`config.mk`:
```
export PLATFORM = sky130hd
export DESIGN_NAME = modctl_seq_p_flat
export DESIGN_NICKNAME = d
export VERILOG_FILES = /design/src/rtl/modctl_seq_p_if.sv /design/src/rtl/modctl_seq_p.sv /design/src/flat_wrapper.sv
export SDC_FILE = /design/constraint.sdc
export NUM_CORES = 1
export LEC_CHECK = 0
export BUFFER_PORTS_ARGS = -buffer_cell sky130_fd_sc_hd__buf_4
export CAP_MARGIN = 10
export CORE_MARGIN = 2
export CORE_UTILIZATION = 47
export DETAILED_ROUTE_END_ITERATION = 6
export PLACE_DENSITY = 0.78
export SYNTH_ARGS = -nofsm -noshare
export SYNTH_HDL_FRONTEND = slang
export SYNTH_SLANG_ARGS = --single-unit
```
`constraint.sdc`:
```
create_clock -name clk -period 1.8 [get_ports clk]
set_clock_uncertainty 0.1 [all_clocks]
set_input_delay 0 -clock clk [delete_from_list [all_inputs] [get_ports clk]]
set_output_delay 0 -clock clk [all_outputs]
set_load 0.02 [all_outputs]
```
`src/rtl/modctl_seq_p_if.sv`:
```
// Command-side handshake between the command interface and the modular add/sub controller.
interface modctl_seq_p_if;
    logic       start;
    logic [1:0] op;
    logic       busy;
    logic       done;
    logic       result_rdy;
    logic       result_flag;

    modport master (output start, op, input busy, done, result_rdy, result_flag);
    modport slave  (input start, op, output busy, done, result_rdy, result_flag);
endinterface

```
`src/rtl/modctl_seq_p.sv`:
```
// Digit-serial controller for the modular add/sub/double datapath (A, B, P, S0, S1, carry DFF).
// Optional op_err pulse for the reserved opcode is enabled with `define MODCTL_OP_ERR_EN.
module modctl_seq_p #(
    parameter int NDIG = 16,
    parameter int CW   = 4
) (
    input  logic          clk,
    input  logic          rst,
    modctl_seq_p_if.slave cmd,
    input  logic          sign_a_b,
    input  logic          sign_a_b_p,
    output logic [CW-1:0] count,
    output logic          rega_we,
    output logic          regb_we,
    output logic          regp_we,
    output logic          regs0_we,
    output logic          regs1_we,
    output logic          dff1_we,
    output logic          rega_cyc,
    output logic          regb_cyc,
    output logic          regp_cyc,
    output logic          regs0_cyc,
    output logic          regs1_cyc,
    output logic          mux0_sel,
    output logic          mux1_sel,
    output logic          opb_sel,
    output logic          carry_sel,
    output logic          add_sub,
`ifdef MODCTL_OP_ERR_EN
    output logic          op_err,
`endif
    output logic          count_en
);

    typedef enum logic [2:0] {IDLE, P1_ADD, P1_SUB, P2_SUBP, P2_ADDP} state_t;

    localparam logic [CW-1:0] LAST = CW'(NDIG - 1);

    state_t     state;
    logic [1:0] mode;
    logic       done_r;
    logic       rdy_r;
    logic       flag_r;
    logic       active;
    logic       pass1;
    logic       pass2;
    logic       dbl;
    logic       last;

    assign active = (state != IDLE);
    assign pass1  = (state == P1_ADD) || (state == P1_SUB);
    assign pass2  = (state == P2_SUBP) || (state == P2_ADDP);
    assign dbl    = (mode == 2'b10);
    assign last   = (count == LAST);

    always_ff @(posedge clk) begin
        if (rst) begin
            state  <= IDLE;
            mode   <= 2'b00;
            count  <= '0;
            done_r <= 1'b0;
            rdy_r  <= 1'b0;
            flag_r <= 1'b0;
`ifdef MODCTL_OP_ERR_EN
            op_err <= 1'b0;
`endif
        end else begin
            done_r <= 1'b0;
`ifdef MODCTL_OP_ERR_EN
            op_err <= 1'b0;
`endif
            // Counter wraps at every pass boundary, so each new pass starts at digit 0
            if (active) count <= last ? '0 : count + CW'(1);
            else        count <= '0;

            case (state)
                IDLE: begin
                    if (cmd.start) begin
                        case (cmd.op)
                            2'b00, 2'b10: begin
                                state <= P1_ADD;
                                mode  <= cmd.op;
                                rdy_r <= 1'b0;
                            end
                            2'b01: begin
                                state <= P1_SUB;
                                mode  <= cmd.op;
                                rdy_r <= 1'b0;
                            end
                            default: begin
`ifdef MODCTL_OP_ERR_EN
                                op_err <= 1'b1;
`endif
                            end
                        endcase
                    end
                end
                P1_ADD: if (last) state <= P2_SUBP;
                P1_SUB: begin
                    if (last) begin
                        if (sign_a_b) begin
                            state <= P2_ADDP;
                        end else begin
                            // A-B did not borrow: S0 already holds the result
                            state  <= IDLE;
                            done_r <= 1'b1;
                            rdy_r  <= 1'b1;
                            flag_r <= 1'b0;
                        end
                    end
                end
                P2_SUBP: begin
                    if (last) begin
                        state  <= IDLE;
                        done_r <= 1'b1;
                        rdy_r  <= 1'b1;
                        flag_r <= ~sign_a_b_p;
                    end
                end
                P2_ADDP: begin
                    if (last) begin
                        state  <= IDLE;
                        done_r <= 1'b1;
                        rdy_r  <= 1'b1;
                        flag_r <= 1'b1;
                    end
                end
                default: state <= IDLE;
            endcase
        end
    end

    assign cmd.busy        = active;
    assign cmd.done        = done_r;
    assign cmd.result_rdy  = rdy_r;
    assign cmd.result_flag = flag_r;

    // In doubling the B register is frozen and A feeds both adder inputs
    assign rega_we   = pass1;
    assign rega_cyc  = pass1;
    assign regb_we   = pass1 && !dbl;
    assign regb_cyc  = pass1 && !dbl;
    assign opb_sel   = pass1 && dbl;
    assign regp_we   = pass2;
    assign regp_cyc  = pass2;
    assign regs1_we  = pass2;
    assign mux0_sel  = pass2;
    assign mux1_sel  = pass2;
    assign regs0_cyc = pass2;
    assign regs1_cyc = 1'b0;
    assign regs0_we  = active;
    assign count_en  = active;
    assign carry_sel = active && (count == '0);
    assign add_sub   = (state == P1_SUB) || (state == P2_SUBP);
    assign dff1_we   = (state == P1_ADD) && last;

endmodule
```
`src/flat_wrapper.sv`:
```
// flat-port wrapper written by rule: the top's interface ports become plain ports
module modctl_seq_p_flat 
#(
    parameter int NDIG = 16,
    parameter int CW   = 4
)
  (clk, rst, sign_a_b, sign_a_b_p, count, rega_we, regb_we, regp_we, regs0_we, regs1_we, dff1_we, rega_cyc, regb_cyc, regp_cyc, regs0_cyc, regs1_cyc, mux0_sel, mux1_sel, opb_sel, carry_sel, add_sub, count_en, cmd_start, cmd_op, cmd_busy, cmd_done, cmd_result_rdy, cmd_result_flag);
  modctl_seq_p_if cmd_i ();
  input  logic clk;
  input  logic rst;
  input  logic sign_a_b;
  input  logic sign_a_b_p;
  output logic [CW-1:0] count;
  output logic rega_we;
  output logic regb_we;
  output logic regp_we;
  output logic regs0_we;
  output logic regs1_we;
  output logic dff1_we;
  output logic rega_cyc;
  output logic regb_cyc;
  output logic regp_cyc;
  output logic regs0_cyc;
  output logic regs1_cyc;
  output logic mux0_sel;
  output logic mux1_sel;
  output logic opb_sel;
  output logic carry_sel;
  output logic add_sub;
  output logic count_en;
  input wire logic [$bits(cmd_i.start)-1:0] cmd_start;
  input wire logic [$bits(cmd_i.op)-1:0] cmd_op;
  output wire logic [$bits(cmd_i.busy)-1:0] cmd_busy;
  output wire logic [$bits(cmd_i.done)-1:0] cmd_done;
  output wire logic [$bits(cmd_i.result_rdy)-1:0] cmd_result_rdy;
  output wire logic [$bits(cmd_i.result_flag)-1:0] cmd_result_flag;
  assign cmd_i.start = cmd_start;
  assign cmd_i.op = cmd_op;
  assign cmd_busy = cmd_i.busy;
  assign cmd_done = cmd_i.done;
  assign cmd_result_rdy = cmd_i.result_rdy;
  assign cmd_result_flag = cmd_i.result_flag;
  modctl_seq_p #(.NDIG(NDIG), .CW(CW)) u_core (.clk(clk), .rst(rst), .cmd(cmd_i), .sign_a_b(sign_a_b), .sign_a_b_p(sign_a_b_p), .count(count), .rega_we(rega_we), .regb_we(regb_we), .regp_we(regp_we), .regs0_we(regs0_we), .regs1_we(regs1_we), .dff1_we(dff1_we), .rega_cyc(rega_cyc), .regb_cyc(regb_cyc), .regp_cyc(regp_cyc), .regs0_cyc(regs0_cyc), .regs1_cyc(regs1_cyc), .mux0_sel(mux0_sel), .mux1_sel(mux1_sel), .opb_sel(opb_sel), .carry_sel(carry_sel), .add_sub(add_sub), .count_en(count_en));
endmodule
```
== Word-level counts from Yosys, hierarchy flattened ==
Cells that the tools add are included.
Cells by class
  eq/ne operators: 17
  mux-type cells: 21
  $add $sub $neg: 1
  reductions and logical operators: 22
  bitwise operators: 2
Operators by type and width (number)
  $mux W3: 5
  $pmux W3 S4: 1
  $mux W1: 11
  $ne A2 B1 Y1 const B: 5
  $reduce_and A5 Y1: 2
  $reduce_bool A3 Y1: 3
  $eq A3 B2 Y1 const B: 2
  $ne A2 B2 Y1 const B: 3
  $pmux W1 S3: 2
  $pmux W3 S2: 1
  $reduce_and A6 Y1: 1
  $reduce_or A3 Y1: 2
  $add A4 B1 Y4 const B: 1
  $eq A2 B2 Y1 const B: 2
  $eq A4 B4 Y1 const B: 1
  $logic_and A1 B1 Y1: 4
  $logic_not A4 Y1: 1
  $reduce_or A2 Y1: 2
  $eq A3 B1 Y1 const B: 1
  $eq A3 B3 Y1 const B: 1
  $logic_not A3 Y1: 1
  $logic_or A1 B1 Y1: 3
  $ne A3 B3 Y1 const B: 1
  $reduce_and A3 Y1: 1
  other kinds (5): 6
Word-level totals
  input bits: 7
  output and inout bits: 25
  word-level logic and storage cells: 69
  register bits after elaboration: 12

== Logic depth before layout (Yosys ltp) ==
  depth after elaboration: 5
  mapped depth: 7

== Worst setup path after synthesis ==
Ideal clock, no wire load.
  kind: reg2reg
  start point: register u_core.count[0]
  end point: register u_core.flag_r, in the netlist u_core.cmd.result_flag
  buffers on the path: 1
  data arrival time: 1.448 ns
  period minus slack after synthesis: 1.636 ns
  cell stages (with the launch flop): 6
  setup time: 0.088 ns
  setup slack: 0.164 ns
  cell sequence: dfxtp_1 -> ha_1 -> and3_1 -> clkbuf_1 -> a21oi_2 -> a311oi_2
On the way
  longest elaborated chain between the ends: 3
  elaborated cells on any way between the ends: 5
  those cells by class: eq/ne (4); reduce/logical (1)
RTL lines
  from (decl): RTL line modctl_seq_p.sv:12  | output logic [CW-1:0] count,
  from (signal assigned): RTL line modctl_seq_p.sv:73  | if (active) count <= last ? '0 : count + CW'(1);
  $eq A4 B4 Y1 (*): RTL line modctl_seq_p.sv:54  | assign last = (count == LAST);
  $ne A2 B1 Y1 (no line)
  $reduce_and A5 Y1 (no line) (*)
  to (signal assigned): RTL line modctl_seq_p.sv:117  | flag_r <= ~sign_a_b_p;
  to (decl): RTL line modctl_seq_p.sv:43  | logic flag_r;
Every way passes the cells marked *; elsewhere a longest branch is shown, timed or not.
A chain may end at the register's enable or synchronous reset.

== Worst setup path after layout ==
  start point: register u_core.count[0]
  end point: output port dff1_we
On the way
  longest elaborated chain between the ends: 2
RTL lines
  $eq A4 B4 Y1: RTL line modctl_seq_p.sv:54
  $logic_and A1 B1 Y1: RTL line modctl_seq_p.sv:155  | assign dff1_we = (state == P1_ADD) && last;
  to (decl): RTL line flat_wrapper.sv:19  | output logic dff1_we;
No other way between the ends.

==> flow_summary.yaml <==
synth:
  yosys_warnings: 0
  syn_area_per_cell_sq_um: 8.84
  synth-seq-area-share_pct: 29.5
  syn_area_sq_um: 813
  ys_ff_latch: 12
  synth.distinct_cells: 40
  syn_inst: 92
  synth.net_count: 101
finish:
  fin_area_sq_um: 1030
  finalNetCount: 126
  fillers: 144
  final_cell_mix: "buf_4, dfxtp_1, inv_1"
  final_common_cell: "buf_4"
  drive_gt1_share_pct: 44.0
  syn2layout_area_growth_pct: 26.9
  num_antenna_cells: 0
setup_path:
  worst_r2r_path_depth: 6
  arrival_ns: 1.57
  cp.depth: 4
  crit_type: "flop to output pin"
  cp-end-kind: "output pin"
  path_buf_inv: 1
  crit_required_ns: 1.70
  path_cells: "ha_1 > and3_2 > and3_1 > buf_4"
  critical_path.top_delay_family: "simple AND/OR/NAND/NOR gates"
  slowest_stage: "dfxtp_1"
  cp-start-kind: "flop"
  cp_max_fo: 8
  crit_path_max_incr_delay_ns: 0.42
floorplanning:
  core_sq_um: 1670
  ioPinCount: 32
  start_util_pct: 48.7
  rows: 15
  die_h_um: 45.6
  die_x_um: 45.6
  die_area_sq_um: 2080
power_and_ir_drop:
  vdd_drop_max_mv: 0.595
  leakagePower_uw: 0.000459
  power.density_nw_per_um2: 1040
worst_hold_path:
  hp-class: "input pin to flop"
  whs_path_depth: 3
timing:
  slew_viol_final: 0
  fmax_mhz: 601
  layout_min_cycle_time_ns: 1.67
  post-route-period-util_pct: 92.5
  setup_tns_ns: 0
  grt_setup_unrepaired: "false"
  hold_viol_final: 0
  setup_violations: 0
  fin_hold_ws_ns: 0.00558
grt:
  gr-total-overflow: 0
  grt_pass1_wl_um: 2470
  grtUsageTotal_pct: 16.1
  grt_antenna_before_repair: 0
  grt_pass1_vias: 588
  grt_max_degree: 14
cts:
  cts_root_buf: "clkbuf_4"
  h-tree-depth: 1
  ctsLongestPathBuffers: 2
  cts_buffers: 3
  clkTransAtPathRegs_ns: 0.08
  cts_tree: "built"
  cts.sinks: 12
  clk_latency_ns: 0.27
routing:
  vias: 692
  drcViolationCount: 0
  drtIter0Drc: 15
  vias_per_cell: 5.20
  wire_per_inst_um: 11.9
  wirelength_um: 1580
  dr.pass1.iters: 4
  ant_nets: 0
place:
  place.gp.congestion: 0.758
  dpl_cell_area_sq_um: 955
  numPortBuffers: 30
  hpwl_um: 1190
status:
  status: "complete, no violations"
flow_run:
  maxCapViolations: 0
## power by group
part           switching (uW)  internal, uW  leakage (uW)
logic                     313           221      0.000340
registers                35.3           288     0.0000975
clock network            92.3           123     0.0000210
## logic make-up after synthesis
kind of cell / Yosys count / share of synthesized area (%)
compound gates: 16 / 16.2
xor+xnor: 2 / 2.15
fa+ha+maj: 2 / 3.08
buf+inv: 23 / 18.2
flops: 12 / 29.5
other cells: 1 / 0.461
simple gates: 36 / 30.5
## per-layer routing
layer	track usage [%]	wire (um)
met2	25.6	745
met1	21.4	736
met4	5.29	6
met5	0	0
met3	3.57	90
## Yosys cell counts (all sizes together)
cell type,instances,area (sq um)
or2,2,15.0
nand3,4,25.0
o21a,1,7.51
nor3b,2,31.3
a21o,1,7.51
buf,13,105
nand2,5,18.8
a21oi,6,33.8
o31ai,2,28.8
nor4,2,12.5
a311oi,1,15.0
ha,2,25.0
dfxtp,12,240
and3,3,18.8
a31oi,2,12.5
nand2b,1,6.26
nor2b,1,6.26
a211oi,1,12.5
a2111oi,1,8.76
conb,1,3.75
inv,8,35.0
o21ai,1,5.00
xor2,1,8.76
clkbuf,2,7.51
nor2,8,48.8
nor4b,2,17.5
xnor2,1,8.76
or3b,1,11.3
nand4,1,6.26
nor3,4,30.0
## timing repair
action,in CTS,in global routing
resized for setup,0,1
endpoints found under the hold margin,12,0
endpoints found under the setup margin,0,1
setup buffers,0,0
hold buffers,4,0
## worst paths after layout
path,to,start,slack [ns]
max,dff1_we,u_core.count[0]$_SDFF_PP0_,0.13
min,u_core.mode[1]$_SDFFE_PP0P_,cmd_start,0.006
max reg2reg,u_core.state[0]$_SDFFE_PP0P_,u_core.state[1]$_SDFFE_PP0P_,0.22
min reg2reg,u_core.mode[0]$_SDFFE_PP0P_,u_core.mode[0]$_SDFFE_PP0P_,0.43
## worst register-to-register path, stage by stage (launching register included)
cell     delay, ns
dfxtp_1       0.40
or2_4         0.31
nor2_8        0.16
inv_6         0.07
a21o_1        0.20
a31oi_1       0.17
nor3_1        0.06
## stage by stage
stage          utilization, %  cells  worst slack, ns  power [uW]
2_1_floorplan               -     92            0.164         747
3_3_place_gp             57.2    125            0.249         851
3_5_place_dp             57.2    125            0.230         860
4_1_cts                  61.7    133           0.0420        1080
5_1_grt                  61.8    133           0.0292        1130
6_report                 61.8    133            0.135        1070
## area by class of cell
cell class | instances | area (sq um) | share of cell area, %
Timing Repair Buffer | 35 | 273 | 26.4
Clock buffer | 4 | 36.3 | 3.52
Tap cell | 17 | 21.3 | 2.06
Sequential cell | 12 | 240 | 23.3
Inverter | 8 | 35.0 | 3.39
Multi-Input combinational cell | 57 | 427 | 41.3
## sequential cells by signal, indices dropped and copies added, names as in the netlist
signal,count
u_core.count,4
u_core.state,3
u_core.mode,2
u_core.cmd.done,1
u_core.cmd.result_flag,1
u_core.cmd.result_rdy,1
Power figures use the tool's default switching activity.
